### src/rtl/spi_mem_write_sched.sv
// spi_mem_write_sched: round-robin scheduler turning two word-write requesters into SPI memory write frames.
// Define SPI_SCHED_WREN_EN to send a write-enable frame ahead of every write frame.
module spi_mem_write_sched #(
    parameter logic [7:0] WREN_CMD  = 8'h06,
    parameter logic [7:0] WRITE_CMD = 8'h02,
    parameter int         CS_GAP    = 4
) (
    input  logic        CLK,
    input  logic        RESET,
    input  logic        REQ0,
    input  logic [15:0] DATA0,
    input  logic [17:0] ADDR0,
    output logic        ACK0,
    input  logic        REQ1,
    input  logic [15:0] DATA1,
    input  logic [17:0] ADDR1,
    output logic        ACK1,
    output logic        TX_VALID,
    output logic [7:0]  TX_BYTE,
    input  logic        TX_READY,
    output logic        CS_N,
    output logic        BUSY,
    output logic [15:0] WRITE_COUNT
);
    localparam logic [2:0] IDLE = 3'd0, SETUP = 3'd1, SEND = 3'd2, DRAIN = 3'd3, GAP = 3'd4;

    logic [2:0]  state;
    logic [2:0]  idx;
    logic [3:0]  gap_cnt;
    logic [17:0] addr;
    logic [15:0] data;
    logic [15:0] count;
    logic        last;
    logic        pick;
    logic        phase;
    logic        last_byte;
    logic        ack;
    logic [7:0]  byte_sel;

`ifndef SPI_SCHED_WREN_EN
    assign phase = 1'b1;
`endif

    // last doubles as the current grantee once a frame is under way
    assign pick      = (REQ0 && REQ1) ? !last : REQ1;
    assign last_byte = phase ? (idx == 3'd5) : 1'b1;
    assign byte_sel  = !phase      ? WREN_CMD :
                       idx == 3'd0 ? WRITE_CMD :
                       idx == 3'd1 ? {6'b0, addr[17:16]} :
                       idx == 3'd2 ? addr[15:8] :
                       idx == 3'd3 ? addr[7:0] :
                       idx == 3'd4 ? data[15:8] : data[7:0];

    assign ack         = state == GAP && gap_cnt == 4'd0 && phase;
    assign ACK0        = ack && !last;
    assign ACK1        = ack && last;
    assign TX_VALID    = state == SEND;
    assign TX_BYTE     = TX_VALID ? byte_sel : 8'h00;
    assign CS_N        = !(state == SETUP || state == SEND || state == DRAIN);
    assign BUSY        = state != IDLE;
    assign WRITE_COUNT = count;

    always_ff @(posedge CLK) begin
        if (RESET) begin
            state   <= IDLE;
            idx     <= '0;
            gap_cnt <= '0;
            addr    <= '0;
            data    <= '0;
            count   <= '0;
            last    <= 1'b1;
`ifdef SPI_SCHED_WREN_EN
            phase   <= 1'b1;
`endif
        end else begin
            case (state)
                IDLE: if (REQ0 || REQ1) begin
                    last  <= pick;
                    addr  <= pick ? ADDR1 : ADDR0;
                    data  <= pick ? DATA1 : DATA0;
`ifdef SPI_SCHED_WREN_EN
                    phase <= 1'b0;
`endif
                    state <= SETUP;
                end
                SETUP: begin
                    idx   <= 3'd0;
                    state <= SEND;
                end
                SEND: if (TX_READY) begin
                    idx   <= idx + 3'd1;
                    state <= last_byte ? DRAIN : SEND;
                end
                DRAIN: if (TX_READY) begin
                    gap_cnt <= '0;
                    count   <= phase ? count + 16'd1 : count;
                    state   <= GAP;
                end
                GAP: begin
                    gap_cnt <= gap_cnt + 4'd1;
                    if (gap_cnt == 4'(CS_GAP - 1)) begin
                        state <= phase ? IDLE : SETUP;
`ifdef SPI_SCHED_WREN_EN
                        phase <= 1'b1;
`endif
                    end
                end
                default: state <= IDLE;
            endcase
        end
    end
endmodule
### config.mk
export PLATFORM = sky130hd
export DESIGN_NAME = spi_mem_write_sched
export DESIGN_NICKNAME = d
export VERILOG_FILES = /design/src/rtl/spi_mem_write_sched.sv
export SDC_FILE = /design/constraint.sdc
export NUM_CORES = 1
export LEC_CHECK = 0
export ABC_AREA = 1
export CAP_MARGIN = 20
export CELL_PAD_IN_SITES_DETAIL_PLACEMENT = 0
export CELL_PAD_IN_SITES_GLOBAL_PLACEMENT = 1
export CORE_MARGIN = 1
export CORE_UTILIZATION = 35
export CTS_BUF_LIST = sky130_fd_sc_hd__clkbuf_2
export DETAILED_ROUTE_END_ITERATION = 16
export DONT_BUFFER_PORTS = 1
export GPL_ROUTABILITY_DRIVEN = 0
export HOLD_SLACK_MARGIN = 0.06
export PLACE_DENSITY = 0.71
export SETUP_SLACK_MARGIN = 0.05
export SYNTH_ARGS = -nofsm -noshare
export SYNTH_HDL_FRONTEND = slang
export SYNTH_SLANG_ARGS = --single-unit
### constraint.sdc
create_clock -name CLK -period 6.55 [get_ports CLK]
set_clock_uncertainty 0.1 [all_clocks]
set_input_delay 1.965 -clock CLK [delete_from_list [all_inputs] [get_ports CLK]]
set_output_delay 1.965 -clock CLK [all_outputs]
set_load 0.03 [all_outputs]
==> flow_summary.toml, run 1 <==
[pwr]
vdd_drop_max_v = 0.000100
switching_share = 0.384
p_comb_frac = 0.274
p_leak_uw = 0.00135
power_uw = 980
power.density_nw_per_um2 = 294
p_seq_frac = 0.499
intPower_uw = 604
p_switching_uw = 376
clock_power_share = 0.227

[die]
ioPinCount = 102
rows = 34
die_w_um = 97.2
fp.coreArea_sq_um = 8760
initial_utilization = 0.362
die_area_sq_um = 9450
die_h_um = 97.2

[sta]
fmaxAchievable_mhz = 217
fin_setup_tns_ns = 0
finalCritPeriodShare = 0.703
period_needed_ns = 4.61
tightest_slew_ns = 0.858
finalSetupViolCount = 0
worst_slack_ns = 1.94
rsz0062_at_grt = "false"
slew_violations = 0
max-slew-margin-rel = 0.428
final_hold_viol_count = 0

[worst_setup_path]
cp.arrival_ns = 2.54
worst_setup_path_start_kind = "flop"
cp-end-kind = "output pin"
cp.required_ns = 4.49
cp_max_fo = 15
path_class = "flop to output pin"
timing.rr.start = "state[0]"
cp-startpoint = "idx[2]"

[hold_path]
min_from = "gap_cnt[3]"
min_path_type = "flop to flop"

[route]
antenna_left = 0
vias = 3045
drcViolationCount = 0
via_per_inst = 5.24
drt_iter0_drc = 108
firstDrtPassIters = 5
avgRoutedWirePerCell_um = 14.5
wirelength_um = 8430

[logic_synthesis]
syn-num-nets = 558
yosys.area_share.xor_xnor = 0.00552
synth.mux.area_fraction = 0
yosysWarnings = 0
ys_seq_area_frac = 0.385
ys_ff_latch = 61
yosys.area_share.simple = 0.232
synth_top_family_by_area = "compound AO/OA/AOI/OAI gates"
syn_area_sq_um = 3170
yosysUniqueCellTypes = 27
synth_adder_area_share = 0.0315
syn_inst = 477
syn_area_per_cell_sq_um = 6.65
synth-compound-area-share = 0.257

[global_routing]
grt_pass1_vias = 2913
top_usage_layer = "met1"
use_met3 = 0.0410
gr-usage-met2 = 0.264
antenna_found_initial = 0
grt_pass1_wl_um = 14200
overflow = 0
grt_usage = 0.184
grtUsageMet1 = 0.267
grt_max_degree = 38

[job]
maxCapViolations = 0

[place]
dp_cells = 565
port_buffers = 0
hpwl_um = 6200
dpl_worst_slack_ns = 2.44

[clock_network]
clock_sinks = 61
postCtsResizedCells = 0
clkTransAtPathRegs_ns = 0.17
numCtsBuffers = 9
cts_root_buf = "clkbuf_2"
clkLatencyLatePin_ns = 0.48
ctsHoldBuffers = 0
postCtsSetupBuffers = 0
htreeDepth = 3
clock_path_buffers = 2
tritoncts = "done"

[layout]
layout-drive-gt1-share = 0.0529
seqCellArea_sq_um = 1220
areaGrowthSynthToFinish_pct = 5.01
layout.cells.non_filler = 581
diodes = 0
fin_nets = 549
multi_input_area_sq_um = 1670
fillers = 995

[run_status]
outcome = "finished clean"
-- worst max-delay path, stage by stage, from the launching register on --
cell and delay, ns:
dfxtp_1 0.55, inv_1 0.18, ha_1 0.24, inv_1 0.30, o211ai_1 0.15, nand3_1 0.09, a21oi_1 0.07, nor2_1 0.48
-- path summary, 6_finish.rpt --
path                              endpoint  slack [ns]  cells past startpoint
worst min-delay path            gap_cnt[3]        0.37                      2
worst max-delay path            TX_BYTE[1]        1.94                      7
worst max register to register     addr[4]        4.12                      6
worst min register to register  gap_cnt[3]        0.37                      2
-- logic make-up after synthesis --
logic type	count (synthesis)
buf+inv	72
xor+xnor	2
compound gates	155
flops	61
fa+ha+maj	8
simple gates	179
-- layout make-up --
type	count	share of cell area
Clock buffer	10	0.0150
Clock inverter	6	0.0161
Inverter	50	0.0563
Multi-Input combinational cell	344	0.501
Sequential cell	61	0.366
Tap cell	108	0.0405
Timing Repair Buffer	2	0.00450
-- synth_stat cells --
| cell | instances | area [sq um] |
|---|---|---|
| nand2_1 | 89 | 334 |
| a21oi_1 | 88 | 440 |
| dfxtp_1 | 61 | 1220 |
| o21ai_0 | 52 | 260 |
| nor2_1 | 47 | 176 |
| inv_1 | 45 | 169 |
| nand3_1 | 24 | 120 |
| nor3_1 | 10 | 50.1 |
| buf_2 | 9 | 45.0 |
| clkbuf_1 | 9 | 33.8 |
| ha_1 | 8 | 100 |
| a31oi_1 | 7 | 43.8 |
| nand4_1 | 6 | 37.5 |
| inv_2 | 4 | 15.0 |
| buf_1 | 3 | 11.3 |
| a21oi_4 | 2 | 32.5 |
| o211ai_1 | 2 | 15.0 |
| o21ai_1 | 2 | 10.0 |
| and3_1 | 1 | 6.26 |
| clkbuf_2 | 1 | 5.00 |
| clkinv_1 | 1 | 3.75 |
| nand2_2 | 1 | 6.26 |
| nor2_2 | 1 | 6.26 |
| o21bai_1 | 1 | 7.51 |
| o22ai_1 | 1 | 6.26 |
| xnor2_1 | 1 | 8.76 |
| xor2_1 | 1 | 8.76 |
-- per-layer routing --
metal / share of wire / vias up / routed length, um
li1: - / 1573 / -
met1: 0.51 / 1368 / 4340
met2: 0.41 / 91 / 3460
met3: 0.059 / 13 / 496
met4: 0.015 / 0 / 130
met5: 0 / - / 0
-- metrics by stage --
stage	util	instance area [sq um]	hold WS, ns
floorplan	-	3170	0.343
global placement	0.369	3230	0.348
detailed placement	0.369	3230	0.350
CTS	0.380	3330	0.372
global route	0.380	3330	0.414
finish	0.380	3330	0.370
-- power groups by stage --
stage | Combinational [uW] | Clock, uW | Sequential (uW)
finish | 269 | 222 | 489
global route | 312 | 250 | 498
CTS | 270 | 233 | 490
detailed placement | 267 | 0 | 498
global placement | 264 | 0 | 499
floorplan | 224 | 0 | 476
-- cells in the final DEF, fill, tap and decap left out, drive strengths merged --
master,netlist,final
xor2,1,1
a21oi,90,90
inv,49,49
nand3,24,24
bufinv,0,1
clkinv,1,6
nor3,10,10
o21bai,1,1
nand2,90,90
a31oi,7,7
o211ai,2,2
and3,1,1
o22ai,1,1
clkbuf,10,10
ha,8,8
o21ai,54,54
dfxtp,61,61
xnor2,1,1
nand4,6,6
nor2,48,48
buf,12,2
-- sequential cells by signal, summed over array words and instances, names as in the netlist --
signal and flops:
data 16, idx 3, WRITE_COUNT 16, state 3, gap_cnt 4, last 1, addr 18
No activity file was read; power rests on OpenSTA's default activity.
==> run 2, diff against run 1 <==
--- a/config.mk
+++ b/config.mk
@@ -16,7 +16,7 @@
 export DONT_BUFFER_PORTS = 1
 export GPL_ROUTABILITY_DRIVEN = 0
 export HOLD_SLACK_MARGIN = 0.06
-export PLACE_DENSITY = 0.71
+export PLACE_DENSITY = 0.74
 export SETUP_SLACK_MARGIN = 0.05
 export SYNTH_ARGS = -nofsm -noshare
 export SYNTH_HDL_FRONTEND = slang
==> constraint.sdc (replaced) <==
create_clock -name CLK -period 3.85 [get_ports CLK]
set_clock_uncertainty 0.1 [all_clocks]
set_input_delay 1.155 -clock CLK [delete_from_list [all_inputs] [get_ports CLK]]
set_output_delay 1.155 -clock CLK [all_outputs]
set_load 0.03 [all_outputs]
==> flow_summary.toml, run 2 (same netlist as run 1, synthesis figures left out) <==
[run_status]
outcome = "finished clean"

[worst_setup_path]
r2r_cells = 8
cp-endpoint = "TX_BYTE[6]"
timing.rr.start = "WRITE_COUNT[1]"
cp-startpoint = "idx[2]"
worst_setup_path_start_kind = "flop"
path_class = "flop to output pin"
crit_family = "buffers and inverters"
cp-end-kind = "output pin"
crit_chain = "inv_1 > ha_1 > clkinvlp_4 > nor2_1 > a31oi_1 > o21ai_0 > inv_1"
crit_buf_inv = 3
r2r_slack_ns = 1.92
path_depth = 7
cp.required_ns = 2.59
cpPeakStageDelay_ns = 0.53
regToRegEndpoint = "WRITE_COUNT[8]"
cp.arrival_ns = 2.23
cp_max_fo = 15
crit_top_cell = "inv_1"
cpMaxStageDelayCell = "dfxtp_1"

[layout]
layout-drive-gt1-share = 0.0589
diodes = 0
layout.cells.non_filler = 583
fin_nets = 552
mostFrequentLayoutCell = "nand2_1"
layout_common_cells = "nand2_1 (89), a21oi_1 (88), dfxtp_1 (61), o21ai_0 (52), nor2_1 (47)"
largest_reg_flops = 18
top_register = "addr"
areaGrowthSynthToFinish_pct = 4.89
final_util = 0.380

[place]
dpl_worst_slack_ns = 0.813
port_buffers = 0
dp_cells = 568
hpwl_um = 6230

[route]
wirelength_um = 8420
avgRoutedWirePerCell_um = 14.4
firstDrtPassIters = 4
top_layer = "met4"
antenna_left = 0
vias = 3067
drcViolationCount = 0
via_per_inst = 5.26
met3WireLength_um = 599
drt_iter0_drc = 97
routed-wl-met2_um = 3470
wl_met1_um = 4250

[sta]
worst_slack_ns = 0.365
finalSetupViolCount = 0
rsz0062_at_grt = "false"
finalCritPeriodShare = 0.905
hold_slack_ns = 0.371
period_needed_ns = 3.48
tightest_slew_ns = 0.571
fin_setup_tns_ns = 0
final_hold_viol_count = 0
slew_violations = 0
max-slew-margin-rel = 0.619
fmaxAchievable_mhz = 287

[global_routing]
antenna_found_initial = 0
grt_max_degree = 37
grt_usage = 0.184
grt_pass1_vias = 2942
overflow = 0
grt_pass1_wl_um = 14000

[clock_network]
tritoncts = "done"
clock_path_buffers = 2
clkTransAtPathRegs_ns = 0.17
cts_root_buf = "clkbuf_2"
numCtsBuffers = 9
clock_sinks = 61
ctsHoldBuffers = 0
htreeDepth = 3
clkLatencyLatePin_ns = 0.49

[job]
maxCapViolations = 0

[die]
die_area_sq_um = 9450
rows = 34
die_h_um = 97.2
fp.coreArea_sq_um = 8760
initial_utilization = 0.362
ioPinCount = 102
die_w_um = 97.2

[pwr]
vdd_drop_max_v = 0.000198
power.density_nw_per_um2 = 484
p_leak_uw = 0.00135

[hold_path]
min_path_type = "flop to flop"
## run 2: worst min path at each step
stage	depth (start not counted)	to	slack, ns	startpoint
2_1_floorplan	2	gap_cnt[3]	0.34	gap_cnt[3]
3_3_place_gp	2	gap_cnt[3]	0.35	gap_cnt[3]
3_5_place_dp	2	gap_cnt[3]	0.35	gap_cnt[3]
4_1_cts	2	gap_cnt[3]	0.37	gap_cnt[3]
5_1_grt	2	gap_cnt[3]	0.42	gap_cnt[3]
6_report	2	gap_cnt[3]	0.37	gap_cnt[3]
## run 2: power breakdown
group / internal [uW] / leakage, uW / switching, uW
sequential: 749 / 0.000501 / 85.4
clock: 86.0 / 0.0000592 / 231
combinational: 140 / 0.000791 / 321
## run 2: layer usage
layer | vias up | GRT usage
met2 | 97 | 0.272
met5 | - | 0
met1 | 1377 | 0.258
met3 | 13 | 0.0518
met4 | 0 | 0.0543
li1 | 1580 | -
## run 2: cell type report
class | instances | area (sq um)
fillers | 983 | 5430
multi-input cells | 344 | 1670
flip-flops and latches | 61 | 1220
inverters | 50 | 191
well taps | 108 | 135
clock buffers | 12 | 60.1
repair buffers | 5 | 37.5
clock inverters | 3 | 13.8
## run 2: tightest hold or removal path: cells and delay by family (launching register included)
kind / cells / cell delay (ns)
compound gates: 1 / 0.05
flops: 1 / 0.35
simple gates: 1 / 0.06
## run 2: timing repair
| item | 4_1_cts | 5_1_grt |
|---|---|---|
| gates resized for setup | 0 | 1 |
| setup endpoints to repair | 0 | 1 |
| buffers inserted | 0 | 0 |
## run 2: stage by stage
stage	cell area (sq um)	total power, uW
finish	3330	1610
global route	3330	1750
CTS	3330	1630
detailed placement	3250	1310
global placement	3250	1310
floorplan	3170	1190
